[src/rtl/hazard_pkg.sv]
// Shared types for the RV32I hazard controller: write-data sources, forwarding
// selects, the shadow-slot record and the slot match helper.
package hazard_pkg;

    // Wide enough for any practical register index; narrower indices zero-extend.
    localparam int SLOT_RD_W = 8;

    typedef logic [SLOT_RD_W-1:0] slot_rd_t;

    typedef enum logic [1:0] {
        WD_ALU  = 2'b00,
        WD_DRAM = 2'b01,
        WD_PC4  = 2'b10,
        WD_IMM  = 2'b11
    } wd_sel_e;

    typedef enum logic [2:0] {
        FWD_NONE   = 3'b000,
        FWD_EX_RES = 3'b001,
        FWD_EX_IMM = 3'b010,
        FWD_MEM    = 3'b011,
        FWD_WB     = 3'b100
    } fwd_sel_e;

    typedef enum logic {
        ST_RUN   = 1'b0,
        ST_STALL = 1'b1
    } hz_state_e;

    typedef struct packed {
        logic     valid;
        slot_rd_t rd;
        logic     we;
        wd_sel_e  wd_sel;
    } slot_t;

    localparam slot_t SLOT_EMPTY = '{valid: 1'b0, rd: '0, we: 1'b0, wd_sel: WD_ALU};

    // x0 never matches, so it is never forwarded and never stalls.
    function automatic logic slot_hit(input slot_t s, input slot_rd_t rs, input logic used);
        return s.valid && s.we && (s.rd == rs) && (rs != '0) && used;
    endfunction

endpackage

[src/rtl/hazard_ctrl_fwd_pick.sv]
// Per-operand forwarding select: picks the youngest matching shadow slot and
// flags a hazard when the EX producer's data is not available yet.
module fwd_pick
    import hazard_pkg::*;
(
    input  slot_t    ex,
    input  slot_t    mem,
    input  slot_t    wb,
    input  slot_rd_t rs,
    input  logic     used,
    output fwd_sel_e sel,
    output logic     hazard
);

    always_comb begin
        sel    = FWD_NONE;
        hazard = 1'b0;
        if (slot_hit(ex, rs, used)) begin
            case (ex.wd_sel)
                WD_ALU:  sel = FWD_EX_RES;
                WD_IMM:  sel = FWD_EX_IMM;
                // Load data and PC+4 only exist one stage later.
                default: hazard = 1'b1;
            endcase
        end else if (slot_hit(mem, rs, used)) begin
            sel = FWD_MEM;
        end else if (slot_hit(wb, rs, used)) begin
            sel = FWD_WB;
        end
    end

endmodule

[src/rtl/hazard_ctrl.sv]
// Pipeline hazard controller: shadow EX/MEM/WB slots, forwarding, load-use
// stall and branch squash. Optional perf counters under HAZARD_PERF_EN.
//
// state    | meaning
// ---------+--------------------------------------------------------------
// ST_RUN   | normal issue; a data hazard here issues a one-cycle stall
// ST_STALL | bubble cycle; EX holds a bubble so no new hazard can arise
module hazard_ctrl
    import hazard_pkg::*;
#(
    parameter int REG_AW = 5,
    parameter int SEL_W  = 3
) (
    input  logic              clk_cpu,
    input  logic              rst_cpu_n,
    input  logic [REG_AW-1:0] rs1_id,
    input  logic [REG_AW-1:0] rs2_id,
    input  logic              rs1_used_id,
    input  logic              rs2_used_id,
    input  logic [REG_AW-1:0] rd_id,
    input  logic              rd_we_id,
    input  logic [1:0]        wd_sel_id,
    input  logic              branch_taken_ex,
    output logic [SEL_W-1:0]  rD1_sel,
    output logic [SEL_W-1:0]  rD2_sel,
    output logic              pc_stop,
    output logic              if_id_stop,
    output logic              if_id_flush,
`ifdef HAZARD_PERF_EN
    output logic [31:0]       stall_cnt,
    output logic [31:0]       flush_cnt,
    output logic              id_ex_flush
`else
    output logic              id_ex_flush
`endif
);

    slot_t     ex_q, mem_q, wb_q;
    slot_t     id_slot;
    hz_state_e state_q, state_d;
    fwd_sel_e  sel1, sel2;
    logic      haz1, haz2;
    logic      data_hazard;
    logic      stall_raw;
    logic      bubble_raw;

    assign id_slot = '{valid:  1'b1,
                       rd:     slot_rd_t'(rd_id),
                       we:     rd_we_id,
                       wd_sel: wd_sel_e'(wd_sel_id)};

    fwd_pick u_pick_rs1 (
        .ex     (ex_q),
        .mem    (mem_q),
        .wb     (wb_q),
        .rs     (slot_rd_t'(rs1_id)),
        .used   (rs1_used_id),
        .sel    (sel1),
        .hazard (haz1)
    );

    fwd_pick u_pick_rs2 (
        .ex     (ex_q),
        .mem    (mem_q),
        .wb     (wb_q),
        .rs     (slot_rd_t'(rs2_id)),
        .used   (rs2_used_id),
        .sel    (sel2),
        .hazard (haz2)
    );

    always_ff @(posedge clk_cpu) begin
        if (!rst_cpu_n) begin
            ex_q    <= SLOT_EMPTY;
            mem_q   <= SLOT_EMPTY;
            wb_q    <= SLOT_EMPTY;
            state_q <= ST_RUN;
        end else begin
            wb_q    <= mem_q;
            mem_q   <= ex_q;
            ex_q    <= bubble_raw ? SLOT_EMPTY : id_slot;
            state_q <= state_d;
            if (state_q == ST_STALL) begin
                assert (!data_hazard);
            end
        end
    end

    // A taken branch overrides the stall so the PC can load the target.
    always_comb begin
        data_hazard = haz1 | haz2;
        stall_raw   = data_hazard & ~branch_taken_ex;
        bubble_raw  = data_hazard | branch_taken_ex;

        state_d = state_q;
        case (state_q)
            ST_RUN:   if (stall_raw) state_d = ST_STALL;
            ST_STALL: state_d = ST_RUN;
            default:  state_d = ST_RUN;
        endcase
        if (branch_taken_ex) begin
            state_d = ST_RUN;
        end

        rD1_sel     = '0;
        rD2_sel     = '0;
        pc_stop     = 1'b0;
        if_id_stop  = 1'b0;
        if_id_flush = 1'b0;
        id_ex_flush = 1'b0;
        if (rst_cpu_n) begin
            rD1_sel     = SEL_W'(sel1);
            rD2_sel     = SEL_W'(sel2);
            pc_stop     = stall_raw;
            if_id_stop  = stall_raw;
            if_id_flush = branch_taken_ex;
            id_ex_flush = bubble_raw;
        end
    end

`ifdef HAZARD_PERF_EN
    always_ff @(posedge clk_cpu) begin
        if (!rst_cpu_n) begin
            stall_cnt <= '0;
            flush_cnt <= '0;
        end else begin
            if (pc_stop) begin
                stall_cnt <= stall_cnt + 32'd1;
            end
            if (if_id_flush) begin
                flush_cnt <= flush_cnt + 32'd1;
            end
        end
    end
`endif

endmodule

[config.mk]
export PLATFORM = sky130hd
export DESIGN_NAME = hazard_ctrl
export DESIGN_NICKNAME = d
export VERILOG_FILES = /design/src/rtl/hazard_pkg.sv /design/src/rtl/hazard_ctrl_fwd_pick.sv /design/src/rtl/hazard_ctrl.sv
export SDC_FILE = /design/constraint.sdc
export NUM_CORES = 1
export LEC_CHECK = 0
export ABC_AREA = 1
export BUFFER_PORTS_ARGS = -buffer_cell sky130_fd_sc_hd__buf_2
export CAP_MARGIN = 10
export CORE_UTILIZATION = 52
export DETAILED_ROUTE_END_ITERATION = 6
export HOLD_SLACK_MARGIN = 0.02
export PLACE_DENSITY = 0.78
export SLEW_MARGIN = 40
export SYNTH_ARGS = -nofsm -noshare
export SYNTH_HDL_FRONTEND = slang
export SYNTH_SLANG_ARGS = --single-unit
[constraint.sdc]
create_clock -name clk_cpu -period 1.62 [get_ports clk_cpu]
set_clock_uncertainty 0.1 [all_clocks]
set_input_delay 0.324 -clock clk_cpu [delete_from_list [all_inputs] [get_ports clk_cpu]]
set_output_delay 0.324 -clock clk_cpu [all_outputs]
set_load 0.005 [all_outputs]
==> summary.txt <==
Run status
  – Status: complete, but fails checks
  – Failing checks: setup timing

Worst setup path
  – Startpoint Class: flip-flop
  – CP required: 1.20 ns
  – Worst Setup End Kind: primary output
  – CP Max Fanout: 4
  – CP max-delay cell: dfxtp_2
  – Flop2flop setup slack: -0.02 ns
  – Top cell by count, worst path: nand2_2
  – Cell Chain, Critical Path: nand2_2 > nor2_1 > nand3_1 > nor2_1 > nand2_2 > nand2_2 > nand3_2 > nor2_2 > buf_2
  – Critical Path AT: 1.54 ns
  – WS Path Type: reg -> out
  – Critical path's largest stage delay: between 0.3 and 0.4 ns

Clock tree
  – CTS tree: yes
  – Clock buffer count from CTS: 3
  – Clock-pin slew of the registers on the worst-case setup and hold paths: 0.11 ns
  – Clk sinks: 23
  – H-Tree Depth: 1
  – Root buffer cell: clkbuf_4
  – Clock latency on the worst-skew pair: ~0.30 ns
  – Clock Tree Buf Depth: 2
  – CTS Hold Bufs: 0

Synth
  – Largest family of logic cells by synthesized area: simple AND/OR/NAND/NOR gates
  – Post-synthesis xor/xnor area fraction: 0.101
  – Syn Inst Count: between 200 and 250
  – Post-synthesis sequential area ratio: 0.354
  – Count of cell types in the netlist: 23
  – Post-Syn Nets: 229
  – Synth Area in Compound Gates: 0.0173
  – Synth Register Bits: 23
  – Synth Area in Simple Gates: 0.376
  – Avg Cell Area, Syn: approximately 6.4 um2
  – YS warnings: 0
  – Multiplexer area fraction after synthesis: 0
  – Synth Area in Adders: 0.0192
  – Mapped Area: 0.00130 mm2

Pwr
  – Leak: between 0.9 and 1 nW
  – Maximum VDD drop: roughly 670 uV
  – Total power: about 1 mW
  – Pwr/cell area: between 600 and 700 mW/mm2

Detailed routing
  – Vias/cell: about 4.7
  – DR vias: 1292
  – DRT iter0 DRCs: 22
  – Final wirelength: 2.88 mm
  – Final antenna-violating net count: 0
  – Drt wl/cell: 10.5 um
  – DRC viols: 0
  – Detailed Routing Iterations Pass 1: 4

STA
  – Min Tclk post-route: 1.96 ns
  – Hold Vio Cnt, Final: 0
  – Worst slew pin tran: 0.248 ns
  – Slew Viols, Final: 0
  – Max transition margin: 0.833
  – RSZ-0062 raised after global routing: true
  – Endpoints failing setup: 18
  – Period utilization: 1.21
  – Post-route setup TNS: -2.56 ns
  – Maximum operating frequency: 509 MHz
  – Final WS setup: -0.344 ns

Die
  – Starting Density: 0.572
  – CORE AREA: between 0.002 and 0.0025 mm2
  – I/O pins: 33
  – Die Ht: 52.0 um
  – Die area: 0.00271 mm2
  – Horiz. Die Dim: ~52 um
  – Rows: 17

Finish
  – Nets: ~270
  – Share of cells above drive strength 1: 0.337
  – Fin area: 0.00166 mm2
  – Filler cells: 206
  – Diode count: 0
  – Commonest non-fill, non-tap cell in the layout: nand2_1
  – Most frequent cells in the layout: nand2_1, inv_1, nor2_1, buf_2, dfxtp_2
  – Area growth syn-to-layout: 27.9%

Placement
  – HPWL after DPL: 2.31 mm
  – DP Area: 0.00153 mm2
  – Gp weighted congestion: 0.887
  – IO Port Bufs: 32

Min path
  – Hold Crit Class: in -> reg

Global routing
  – First-pass GRT wire length: roughly 4.5 mm
  – GRT Overall Usage: 0.226
  – Grt total ovfl: 0
  – Vias in the first global route: 1125
  – Antenna violations before repair: 0
  – Largest net degree at the start of global routing: 17

Run
  – Max-cap check violation count: 0
report_power, final:
part,switching (mW),internal [mW],total (mW)
registers,0.0174,0.582,0.599
clock network,0.149,0.0919,0.241
logic,0.0938,0.0793,0.173
total,0.260,0.753,1.01
worst paths after layout:
| kind | depth (start not counted) | from | endpoint |
|---|---|---|---|
| max | 9 | ex_q[11] | if_id_stop |
| min | 3 | rd_we_id | ex_q[2] |
| max reg2reg | 12 | ex_q[11] | ex_q[3] |
| min reg2reg | 2 | mem_q[2] | wb_q[2] |
cell usage after synthesis:
library cell / number / area [um2]
inv_1: 42 / 158
dfxtp_1: 23 / 460
nand3b_1: 1 / 7.51
xnor2_1: 8 / 70.1
or2_0: 1 / 6.26
ha_1: 2 / 25.0
nor2_2: 2 / 12.5
nand4_1: 4 / 25.0
clkbuf_1: 1 / 3.75
nand2_2: 4 / 25.0
o22ai_1: 2 / 12.5
xor2_1: 7 / 61.3
or2_2: 1 / 6.26
nor3_1: 4 / 20.0
buf_4: 1 / 7.51
a21oi_1: 2 / 10.0
nand3_1: 5 / 25.0
or2_1: 1 / 6.26
nor4_1: 1 / 6.26
nand2_1: 55 / 206
nand2_4: 1 / 11.3
buf_1: 1 / 3.75
nor2_1: 35 / 131
flip-flops by register name (all words and copies together) (netlist names):
register and cells:
ex_q 9, mem_q 7, wb_q 7
timing repair:
action                                  4_1_cts  5_1_grt
resized for setup                            25        9
endpoints found under the setup margin        9       18
pin swaps                                    11        6
buffers inserted                              1        1
layer usage:
metal / up-vias / GRT usage / part of all wire / wire length, um
met3: 9 / 0.00877 / 0.035 / 102
met2: 33 / 0.412 / 0.49 / 1410
li1: 682 / - / - / -
met1: 568 / 0.278 / 0.46 / 1310
met4: 0 / 0.0811 / 0.020 / 57
met5: - / 0 / 0 / 0
cell families (layout without fill, tap and decap cells):
kind of cell / Yosys count / in the layout
simple gates: 115 / 115
buf+inv: 45 / 87
flops: 23 / 23
xor+xnor: 15 / 15
compound gates: 4 / 4
fa+ha+maj: 2 / 2
critical path: cells and delay by family, from the launching register on:
kind                   cells  cell delay, ns
and+or+nand+nor            8            0.78
buffers and inverters      1            0.12
DFF                        1            0.35
area by class of cell:
class	count	area, um2	share of cell area
Multi-Input combinational cell	136	731	0.439
Clock buffer	3	22.5	0.0135
Tap cell	28	35.0	0.0211
Timing Repair Buffer	41	228	0.137
Inverter	42	158	0.0947
Clock inverter	1	5.00	0.00301
Sequential cell	23	485	0.292
per-stage QoR:
step | cells | hold WS (ns) | utilization | setup slack [ns]
floorplan | 204 | 0.307 | - | 0.0231
global placement | 268 | 0.314 | 0.674 | -0.123
detailed placement | 268 | 0.321 | 0.674 | -0.160
CTS | 273 | 0.107 | 0.721 | -0.332
global route | 274 | 0.108 | 0.731 | -0.445
finish | 274 | 0.117 | 0.731 | -0.344
No activity file was read; power rests on OpenSTA's default activity.
